`config.mk`:
```
export PLATFORM = sky130hd
export DESIGN_NAME = seq_detect_moore
export DESIGN_NICKNAME = d
export VERILOG_FILES = /design/src/rtl/seq_detect_moore.sv
export SDC_FILE = /design/constraint.sdc
export NUM_CORES = 1
export LEC_CHECK = 0
export BUFFER_PORTS_ARGS = -buffer_cell sky130_fd_sc_hd__buf_2
export CAP_MARGIN = 20
export CORE_UTILIZATION = 35
export CTS_CLUSTER_DIAMETER = 80
export CTS_CLUSTER_SIZE = 8
export DETAILED_ROUTE_END_ITERATION = 10
export GPL_ROUTABILITY_DRIVEN = 1
export GPL_TIMING_DRIVEN = 0
export HOLD_SLACK_MARGIN = 0.03
export SYNTH_ARGS = -nofsm -noshare
export SYNTH_HDL_FRONTEND = slang
export SYNTH_SLANG_ARGS = --single-unit
export TNS_END_PERCENT = 1
```
`constraint.sdc`:
```
create_clock -name clk -period 2.45 [get_ports clk]
set_input_delay 0.245 -clock clk [delete_from_list [all_inputs] [get_ports clk]]
set_output_delay 0.245 -clock clk [all_outputs]
set_load 0.05 [all_outputs]
```
`src/rtl/seq_detect_moore.sv`:
```
// Parametrised Moore sequence detector with a run-time loadable N-bit pattern,
// KMP-style longest suffix/prefix next state, and a saturating match counter.
module seq_detect_moore #(
  parameter int           N             = 3,
  parameter logic [N-1:0] RESET_PATTERN = N'(3'b101),
  parameter bit           OVERLAP       = 1'b1,
  parameter int           CNT_W         = 8,
  parameter int           SW            = $clog2(N+1)
) (
  input  logic             clk,
  input  logic             reset,
  input  logic             x,
  input  logic             in_valid,
  input  logic [N-1:0]     pat_in,
  input  logic             pat_load,
  input  logic             cnt_clr,
  output logic             out,
  output logic [SW-1:0]    present,
  output logic [SW-1:0]    next,
  output logic [CNT_W-1:0] match_count
);

  logic [N-1:0]  pattern;
  logic [N-1:0]  hist;
  logic [SW-1:0] k;
  logic [N:0]    win, m, pw;
  logic          hit;

  // Try every prefix length; ascending order lets the longest legal match win.
  always_comb begin
    next = present;
    k    = (present == SW'(N) && !OVERLAP) ? '0 : present;
    win  = {hist, x};
    m    = '0;
    pw   = '0;
    if (pat_load) begin
      next = '0;
    end else if (in_valid) begin
      next = '0;
      for (int l = 1; l <= N; l++) begin
        m  = {(N+1){1'b1}} >> (N + 1 - l);
        pw = {1'b0, pattern} >> (N - l);
        if (l <= int'(k) + 1 && (win & m) == pw) next = SW'(l);
      end
    end
  end

  assign hit = in_valid && !pat_load && (next == SW'(N));
  assign out = (present == SW'(N));

  always_ff @(posedge clk or posedge reset) begin
    if (reset) begin
      present <= '0;
      hist    <= '0;
      pattern <= RESET_PATTERN;
    end else if (pat_load) begin
      pattern <= pat_in;
      present <= '0;
      hist    <= '0;
    end else if (in_valid) begin
      present <= next;
      hist    <= {hist[N-2:0], x};
    end
  end

  // Clear beats a coincident increment; the count sticks at all-ones.
  always_ff @(posedge clk or posedge reset) begin
    if (reset)
      match_count <= '0;
    else if (cnt_clr)
      match_count <= '0;
    else if (hit && match_count != '1)
      match_count <= match_count + 1'b1;
  end

endmodule
```
=== Word level (Yosys, flattened, before mapping) ===
Cells that the tools add are included.

* Register bits: 15
* Output and inout port bits: 13
* Logic and storage cells: 35

* Add/subtract/negate cells: 2
* $lt $le $gt $ge: 3
* Eq/ne operators: 6
* Muxes and demuxes: 11
* Reductions and logical operators: 9

{| class="wikitable"
|+ Operator list
! kind !! count
|-
| $le 2x32->1 const A || 1
|-
| $le 3x32->1 const A || 1
|-
| $mux 2 || 8
|-
| $mux 8 || 2
|-
| $add 8x1->8 const B || 1
|-
| $ne 8x8->1 const B || 1
|-
| $logic_and 1x1->1 || 6
|-
| $eq 2x2->1 const B || 2
|-
| $reduce_bool 2->1 || 2
|-
| $add 2x1->3 const B || 1
|-
| $eq 3x3->1 || 1
|-
| $le 2x3->1 const A || 1
|-
| $eq 2x2->1 || 1
|-
| $eq 1x1->1 || 1
|-
| $logic_not 1->1 || 1
|-
| $mux 1 || 1
|}

=== Logic depth before layout (Yosys ltp) ===
* Word-level depth: 13
* Depth in mapped cells: 7
* Gate-level depth less buffers: 6

=== Worst setup path after synthesis ===
OpenSTA, ideal clock, no wires.

* Path kind: register -> output
* Start point: register present[1]
* End point: output next[1]
* Arrival: 2.600 ns
* Data required time: 2.205 ns
* Setup slack: -0.395 ns
* Cell stages (with the launch flop): 5
* Path buffers: 0
* Cell sequence: dfrtp_1 > nor2_1 > or3_4 > and2_2 > a211oi_1

* Word-level cells in the longest chain between the ends: 7
* Elaborated cells on any way between the ends: 9
* Classes of those cells: add/sub: 1; order compare: 2; mux: 4; reduce/logical: 2

{| class="wikitable"
|+ RTL lines
! what !! line !! text
|-
| from (decl) || 18 || <nowiki>output logic [SW-1:0] present,</nowiki>
|-
| from (signal assigned) || 61 || <nowiki>present <= next;</nowiki>
|-
| $add 2x1->3 || 43 || <nowiki>if (l <= int'(k) + 1 && (win & m) == pw) next = SW'(l);</nowiki>
|-
| $le 3x32->1 || 43 ||
|-
| $logic_and 1x1->1 || 43 ||
|-
| $mux 2 (2 in a row) || 43 ||
|-
| $mux 2 (*) || 38 || <nowiki>end else if (in_valid) begin</nowiki>
|-
| $mux 2 (*) || 36 || <nowiki>if (pat_load) begin</nowiki>
|-
| to (decl) || 19 || <nowiki>output logic [SW-1:0] next,</nowiki>
|}

Every way passes the cells marked *; elsewhere a longest branch is shown, timed or not.

=== Worst setup path after layout ===
* Start point: register hist[0]
* End point: output next[0]

* Word-level cells in the longest chain between the ends: 6
* Elaborated cells on any way between the ends: 8
* Classes of those cells: eq/ne: 2; mux: 4; reduce/logical: 2

{| class="wikitable"
|+ RTL lines
! what !! line !! text
|-
| from (decl) || 24 || <nowiki>logic [N-1:0] hist;</nowiki>
|-
| from (signal assigned) || 62 || <nowiki>hist <= {hist[N-2:0], x};</nowiki>
|-
| $eq 2x2->1 || 43 ||
|-
| $logic_and 1x1->1 || 43 ||
|-
| $mux 2 || 43 ||
|-
| $mux 2 (*) || 43 ||
|-
| $mux 2 (*) || 38 ||
|-
| $mux 2 (*) || 36 ||
|}

Marked as above.

==> metrics <==
crit path DAT 2.09 ns; TritonCTS clock tree done; hold depth 2; register area share after synthesis 0.430; die width 52.1 um; core area 0.00230 mm^2; Worst-path clk slew 0.08 ns; maximum vdd drop 0.348 mV; fillcell total 245; Synth Area in Compound Gates 0.148; worst skew pair latency 0.28 ns; fin util 0.466; Final HPWL DP 1340 um; 1st-iter DRT viols 9; worst min path class input pin to flip-flop; WL final 1790 um; area leader, netlist dfrtp_1; ys async rst share 1.00; Starting Density 0.383; largest family of logic cells by synthesized area simple AND/OR/NAND/NOR gates; Post-Synth XOR/XNOR Area 0.0597; Worst R2R Setup Slack 0.26 ns; dominant cell by count in the synthesized netlist dfrtp_1; Post-synth EDFFs 0; area of the die 0.00272 mm^2; first-pass GRT wire length 3130 um; Layout Cells excl Fill 143; # Max-Cap Violations 0; antenna viol nets, final 0; final number of max-transition violations 0; Critical Path Slowest Stage Cell or3_2; Max Fclk 428 MHz; Post-layout nets 126; grt total ovfl 0; Post-synth top cells 13 x dfrtp_1, 9 x nor2_1, 7 x a21oi_1; GPL Wtd Cong 0.742; ANT cells 0; post-synth top area share 0.370; Top FF cell, synth dfrtp_1; Setup Skew 0.00169 ns; #FFs+latches synth 15; num ports 22; vias in the first global route 686; Via density 5.27; final period utilization 0.953; worst-path maximum fanout 10; H-tree depth 1; FF-to-FF path depth 6; mux share of post-synthesis cell area 0.0853; main area contributors after synthesis dfrtp_1 37%, dfstp_2 6.0%, mux2_2 5.1%; WL/cell 12.5 um; Setup WS post-layout 0.114 ns; clk sinks 15; P per Cell Area 488 mW/mm^2; Place WS 0.300 ns; Syn Inst Count 89; clock root cell clkbuf_4; startpoint types flip-flop; Final Hold Vio Count 0; DRC 0; largest net degree at the start of global routing 16; CP peak stage delay 0.48 ns; Avg Cell Area, Syn 9.88 um^2; antenna violations before repair 0; Post-Synth Adder-Cell Area 0.0142; critical path required time 2.20 ns; chip height 52.1 um; FP Rows 17; post-layout minimum cycle time 2.34 ns; crit path kind flip-flop to output pin; worst-case clock buffer depth 2; crit-path cells or3_2, a21oi_1, o211a_1, clkbuf_4, nor3_1, buf_4; Post-Synth Simple-Gate Area 0.218; Pre-Repair DR Iteration Count 4; status finished clean; Least-Margin Pin Slew 0.566 ns; share of cells above drive strength 1 0.339; Static Leak 0.000473 uW; Netlist Area Pre-Place 880 um^2; Yosys warning count 0; all-layer global routing usage 0.157; area grow syn2layout 21.8%; worst rel slew slack 0.623; DR vias 754; Unique masters post-synth 35; post-synthesis net count 99; setup violators final 0; Placed Cells 136; PortBufs 19; crit end category output pin; Num CTS Buffers 3
metrics by stage:
stage	setup TNS [ns]	hold WS, ns	cell area, um^2	total power, uW
after floorplan	-0.149	0.145	885	356
after global routing	-0.00507	0.182	1070	551
after detailed placement	0	0.338	1010	383
final	0	0.193	1070	522
after global placement	0	0.340	1010	380
after CTS	0	0.180	1050	526
cells by family (layout without fill, tap and decap cells):
kind of cell	after synthesis	in the layout
AND/OR/NAND/NOR	33	33
multiplexers	7	7
XOR/XNOR	6	6
flip-flops	15	15
adder cells (fa/ha/maj)	1	1
AO/OA/AOI/OAI	19	19
buffers and inverters	8	34
layer usage:
metal / GRT usage / vias to the layer above / part of all wire
li1: - / 378 / -
met1: 0.212 / 357 / 0.51
met2: 0.239 / 17 / 0.43
met3: 0.0526 / 2 / 0.049
met4: 0.0395 / 0 / 0.0056
met5: 0 / - / 0
worst max-delay path: cells and delay by family, from the launching register on:
kind / cells / cell delay (ns)
simple gates: 2 / 0.54
flops: 1 / 0.47
buf+inv: 2 / 0.43
compound gates: 2 / 0.37
where the power goes:
group / switching [uW] / internal (uW) / total [uW]
clock: 75.3 / 63.2 / 138
combinational: 68.9 / 45.2 / 114
sequential: 10.4 / 259 / 270
area by class of cell:
type / count / area (um^2) / share of cell area
plain buffers: 5 / 31.3 / 0.0292
repair buffers: 22 / 123 / 0.114
multi-input cells: 66 / 467 / 0.436
inverters: 3 / 11.3 / 0.0105
flip-flops and latches: 15 / 378 / 0.353
clock buffers: 4 / 26.3 / 0.0245
well taps: 28 / 35.0 / 0.0327
path summary, 6_finish.rpt:
kind	start	endpoint
hold / removal	pat_in[1]	pattern[1]
hold reg to reg	hist[1]	hist[1]
max in group asynchronous	reset	pattern[2]
setup reg to reg	pattern[2]	match_count[6]
setup / recovery	hist[0]	next[0]
min in group asynchronous	reset	hist[1]
state kept, by name, summed over array words and instances (netlist names):
register	flops
hist	2
match_count	8
pattern	3
present	2
placed cells by master (no fill, tap or decap), types with 2 or more instances in the layout:
master    count
nand2_1       2
buf_4         3
xor2_1        3
nand4_1       2
nor3_1        2
or4_1         4
inv_1         3
o31ai_1       4
mux2i_1       3
mux2_2        4
nand2b_1      2
buf_2        19
nor2_1        9
dfrtp_1      13
nand3_1       4
clkbuf_1      2
dfstp_2       2
a21oi_1       7
o21ai_0       2
xnor2_1       3
clkbuf_4      4
repair_timing:
action                                  4_1_cts  5_1_grt
resized for setup                             0        3
hold buffers                                  1        0
buffers inserted                              0        2
endpoints found under the setup margin        0        1
endpoints found under the hold margin         6        0
(Power assumes the default switching activity.)
